`src/rtl/spi_slave.sv`:
```
// spi_slave: SPI mode-0 responder; oversamples sclk/cs_n/mosi in the clk domain,
// shifts words MSB first and exchanges them through a tx holding register and an rx pulse.
module spi_slave #(
   parameter int DATA_WIDTH  = 8,
   parameter int SYNC_STAGES = 2
) (
   input  logic                  clk,
   input  logic                  rst,
   input  logic                  sclk,
   input  logic                  cs_n,
   input  logic                  mosi,
   output logic                  miso,
   input  logic [DATA_WIDTH-1:0] tx_data,
   input  logic                  tx_valid,
   output logic                  tx_ready,
   output logic [DATA_WIDTH-1:0] rx_data,
   output logic                  rx_valid,
   output logic                  underrun,
   output logic                  busy
);
   localparam int W  = DATA_WIDTH;
   localparam int S  = SYNC_STAGES;
   localparam int CW = (W > 1) ? $clog2(W) : 1;

   typedef enum logic [1:0] {WAIT_IDLE, IDLE, SHIFT} state_t;

   state_t        state, state_nx;
   logic [S-1:0]  sclk_q, cs_q, mosi_q;
   logic [S:0]    warm;
   logic          sclk_d, cs_d, sclk_s, cs_s, mosi_s;
   logic          sclk_rise, sclk_fall, cs_fall, cs_rise, load, rx_pend, hold_full;
   logic [W-1:0]  hold, tx_shift, rx_shift, rx_next;
   logic [CW-1:0] bit_cnt;

   assign sclk_s    = sclk_q[S-1];
   assign cs_s      = cs_q[S-1];
   assign mosi_s    = mosi_q[S-1];
   assign sclk_rise = sclk_s & ~sclk_d;
   assign sclk_fall = ~sclk_s & sclk_d;
   assign cs_fall   = ~cs_s & cs_d;
   assign cs_rise   = cs_s & ~cs_d;
   assign rx_next   = {rx_shift[W-2:0], mosi_s};
   assign busy      = (state == SHIFT);
   assign miso      = busy & tx_shift[W-1];
   assign tx_ready  = ~hold_full & ~rst;
   assign load      = (state == IDLE && cs_fall) ||
                      (state == SHIFT && sclk_fall && !cs_rise && bit_cnt == '0);

   // warm holds WAIT_IDLE until the synchronisers carry real pin values, not reset values
   always_comb begin
      state_nx = state;
      state_nx = (state == WAIT_IDLE) ? ((warm[S] && cs_s) ? IDLE : WAIT_IDLE)
               : (state == IDLE)      ? (cs_fall ? SHIFT : IDLE)
               :                        (cs_rise ? IDLE : SHIFT);
   end

   always_ff @(posedge clk) begin
      if (rst) state <= WAIT_IDLE;
      else     state <= state_nx;
   end

   always_ff @(posedge clk) begin
      if (rst) begin
         sclk_q    <= '0;
         cs_q      <= '1;
         mosi_q    <= '0;
         sclk_d    <= 1'b0;
         cs_d      <= 1'b1;
         warm      <= '0;
         hold      <= '0;
         hold_full <= 1'b0;
         tx_shift  <= '0;
         rx_shift  <= '0;
         rx_data   <= '0;
         bit_cnt   <= '0;
         rx_pend   <= 1'b0;
         rx_valid  <= 1'b0;
         underrun  <= 1'b0;
      end else begin
         sclk_q   <= {sclk_q[S-2:0], sclk};
         cs_q     <= {cs_q[S-2:0], cs_n};
         mosi_q   <= {mosi_q[S-2:0], mosi};
         sclk_d   <= sclk_s;
         cs_d     <= cs_s;
         warm     <= {warm[S-1:0], 1'b1};
         rx_pend  <= 1'b0;
         rx_valid <= rx_pend;
         underrun <= 1'b0;
         if (state == IDLE && cs_fall) begin
            bit_cnt  <= '0;
            rx_shift <= '0;
         end
         if (state == SHIFT && !cs_rise && sclk_rise) begin
            rx_shift <= rx_next;
            bit_cnt  <= (bit_cnt == CW'(W-1)) ? '0 : bit_cnt + 1'b1;
            if (bit_cnt == CW'(W-1)) begin
               rx_data <= rx_next;
               rx_pend <= 1'b1;
            end
         end
         if (state == SHIFT && !cs_rise && sclk_fall && bit_cnt != '0)
            tx_shift <= tx_shift << 1;
         if (load) begin
            tx_shift  <= hold_full ? hold : '0;
            underrun  <= ~hold_full;
            hold_full <= 1'b0;
         end
         // a handshake in a load cycle lands after the load, so it serves the next word
         if (tx_valid && tx_ready) begin
            hold      <= tx_data;
            hold_full <= 1'b1;
         end
      end
   end
endmodule

```
`config.mk`:
```
export PLATFORM = sky130hd
export DESIGN_NAME = spi_slave
export DESIGN_NICKNAME = d
export VERILOG_FILES = /design/src/rtl/spi_slave.sv
export SDC_FILE = /design/constraint.sdc
export NUM_CORES = 1
export LEC_CHECK = 0
export CAP_MARGIN = 20
export CORE_AREA = 2 2 94 51
export DETAILED_ROUTE_END_ITERATION = 6
export DIE_AREA = 0 0 96 53
export GPL_TIMING_DRIVEN = 1
export MAX_ROUTING_LAYER = met4
export PLACE_DENSITY = 0.72
export SYNTH_ARGS = -nofsm -noshare
export SYNTH_HDL_FRONTEND = slang
export SYNTH_SLANG_ARGS = --single-unit
export TNS_END_PERCENT = 50
```
`constraint.sdc`:
```
create_clock -name clk -period 1.29 [get_ports clk]
set_input_delay 0.3225 -clock clk [delete_from_list [all_inputs] [get_ports clk]]
set_output_delay 0.3225 -clock clk [all_outputs]
set_load 0.02 [all_outputs]
```
==> flow_summary_export.csv <==
group,metric,value,unit
cts,clkLatencyLatePin,0.31,ns
floorplanning,die_w,96,µm
detailed_routing,routed_wl,4460,µm
power_and_ir_drop,switching_share,22.9,%
synthesis,syn-num-nets,220,
final_layout,seq_area,1030,µm²
outcome,status,"finished, violations left",
timing,rsz0062_at_grt,"true",
floorplanning,core_area,4230,µm²
timing,maxSlewViolCount,0,
floorplanning,die_area,5090,µm²
timing,setup_ws,-0.170,ns
global_routing,grt_pass1_vias,1507,
power_and_ir_drop,switchingPower,679,µW
detailed_routing,drc,0,
final_layout,layout-drive-gt1-share,31.6,%
setup_path,reg2reg_from,"state[1]$_SDFF_PP0_",
setup_path,rrSetupSlack,-0.15,ns
global_routing,grt_antenna_before_repair,0,
synthesis,postSynth.asyncResetShare,0,%
timing,period_needed,1.46,ns
setup_path,crit_required,0.97,ns
placed_design,pre_cts_ws,-0.545,ns
power_and_ir_drop,pwr-share-seq,55.2,%
final_layout,nets,266,
final_layout,diodes,0,
cts,clock-sinks,51,
setup_path,ff2ff_path_depth,5,
floorplanning,std_cell_rows,17,
timing,finClkSkew,0.00734,ns
setup_path,critPathMaxFanout,3,
cts,clockRootBuffer,"clkbuf_8",
power_and_ir_drop,p_int,2.29,mW
synthesis,ys.flop_type,"dfxtp_1",
setup_path,path_class,"reg -> out",
min_path,min_path_cells,1,
final_layout,multi_input_area,1050,µm²
power_and_ir_drop,combPwrFrac,6.9,%
floorplanning,io_pins,27,
synthesis,syn_inst,203,
synthesis,synth_area,1960,µm²
final_layout,syn_to_final_growth,37.7,%
detailed_routing,vias,1572,
synthesis,avgSynthCellArea,9.66,µm²
detailed_routing,drt_iter0_markers,112,
cts,cts-buffers-inserted,5,
setup_path,arrival,1.14,ns
global_routing,grt_pass1_wl,7400,µm
global_routing,grt_use_total,20.2,%
cts,htreeDepth,2,
timing,min_period_over_period,113,%
power_and_ir_drop,p_clk_share,37.9,%
detailed_routing,firstDrtPassIters,4,
timing,setup_viol,22,
final_layout,layout_common_cells,"dfxtp_1 (44), nor2_1 (29), nand2_1 (20)",
placed_design,place_hpwl,2850,µm
synthesis,synth_edf_count,0,
cts,cts_tree,"built",
cts,clk_pin_slew_worst_paths,0.09,ns
power_and_ir_drop,leakagePower,1.19,nW
setup_path,start_kind,"flip-flop",
synthesis,synth-seq-area-share,52.0,%
global_routing,grt_max_degree,45,
setup_path,end_kind,"primary output",
final_layout,layout_commonest_cell,"dfxtp_1",
outcome,violations,"negative setup slack",
min_path,worstHoldStart,"cs_q[0]$_SDFF_PP1_",
setup_path,reg2reg_to,"tx_shift[1]$_SDFFE_PP0P_",
cts,cts.path.max_buffers,2,
detailed_routing,ant_nets,0,
run,cap_violations,0,
timing,fmax,685,MHz
timing,slew_headroom,69.8,%
floorplanning,die_y,53,µm
synthesis,synth_cell_types,34,
floorplanning,start_util,46.3,%
placed_design,portBuffers,26,
synthesis,ys_ff_latch,51,
min_path,hold_end,"cs_q[1]$_SDFF_PP1_",
detailed_routing,post_drt_wl_per_cell,14.5,µm
power_and_ir_drop,p_per_area,1100,nW/µm²
timing,final_hold_viol_count,0,
power_and_ir_drop,vdd_drop_max,0.635,mV
global_routing,grt.overflow.total,0,
placed_design,gp_congestion,0.841,
timing,worst_slew_pin_slew,0.452,ns
synthesis,synth_warnings,0,
min_path,min_path_type,"reg -> reg",
final_layout,post-route-util,63.8,%
final_layout,fillers,334,
detailed_routing,vias_per_cell,5.12,
[per-stage QoR]
step                      std cells  cell area, µm²  hold WS (ns)  setup TNS [ns]  total power [mW]
after floorplan                 203            1960         0.389         -0.0152              1.76
after global placement          293            2380         0.393          -11.07              1.85
after detailed placement        293            2380         0.395          -11.95              1.85
after CTS                       302            2650         0.417           -1.84              2.97
after global routing            307            2700         0.439           -3.29              3.08
final                           307            2700         0.417           -1.59              2.97
[flip-flops by register name (all words and copies together) (netlist names), 2 cells and up]
signal,cells
bit_cnt,3
cs_q,2
hold,8
mosi_q,2
rx_data,8
rx_shift,7
sclk_q,2
state,2
tx_shift,8
warm,3
[cell families after synthesis]
family                   share of synthesized area [%]
AND/OR/NAND/NOR                                   22.3
flip-flops                                        52.0
AO/OA/AOI/OAI                                     12.0
multiplexers                                      8.67
buffers and inverters                             3.06
adder cells (fa/ha/maj)                           1.91
[cell type report]
class	instances	share of cell area, %
Clock buffer	5	2.55
Timing Repair Buffer	47	15.2
Tap cell	57	2.64
Clock inverter	3	1.62
Inverter	6	0.834
Sequential cell	51	38.2
Multi-Input combinational cell	138	38.9
[worst max-delay path by stage]
| stage | cells past startpoint | slack [ns] | to | from |
|---|---|---|---|---|
| after global placement | 3 | -0.54 | tx_ready | rst |
| after CTS | 3 | -0.17 | miso | state[0]$_SDFF_PP0_ |
| after floorplan | 6 | -0.01 | tx_shift[0]$_SDFFE_PP0P_ | bit_cnt[0]$_SDFFE_PP0P_ |
| after detailed placement | 3 | -0.55 | tx_ready | rst |
| after global routing | 5 | -0.25 | tx_shift[1]$_SDFFE_PP0P_ | state[1]$_SDFF_PP0_ |
| final | 3 | -0.17 | miso | state[0]$_SDFF_PP0_ |
[Yosys cell counts, types with 2 or more instances]
library cell	instances	area [µm²]
dfxtp_1	51	1020
a31oi_2	2	25.0
nand2_1	20	75.1
nor2b_1	10	62.6
clkbuf_1	6	22.5
a221oi_1	7	61.3
o21ai_0	7	35.0
and2_1	8	50.1
nor2_1	29	109
inv_1	6	22.5
buf_4	2	15.0
ha_1	3	37.5
nand3b_1	2	15.0
or2_2	3	18.8
a21oi_1	12	60.1
mux2i_1	17	170
[timing repair]
action | 4_1_cts | 5_1_grt
pin swaps | 20 | 5
buffers inserted | 1 | 5
hold endpoints to repair | 0 | 0
gates resized for setup | 70 | 24
endpoints found under the setup margin | 42 | 39
hold buffers | 0 | 0
[per-layer routing]
layer | vias up | routed length, µm | track usage, %
li1 | 785 | - | -
met1 | 733 | 2260 | 28.6
met2 | 47 | 1830 | 27.8
met3 | 7 | 313 | 5.13
met4 | 0 | 63 | 6.67
met5 | - | 0 | -
[worst max-delay path: stages (launching register included)]
cell,delay [ns]
dfxtp_2,0.34
and2b_4,0.25
and2_4,0.13
buf_6,0.10
[power groups by stage]
stage / sequential (mW) / combinational (mW) / clock (mW)
2_1_floorplan: 1.67 / 0.0919 / 0
3_3_place_gp: 1.67 / 0.181 / 0
3_5_place_dp: 1.67 / 0.183 / 0
4_1_cts: 1.64 / 0.196 / 1.13
5_1_grt: 1.64 / 0.228 / 1.21
6_report: 1.64 / 0.206 / 1.13
Power figures use the tool's default switching activity.
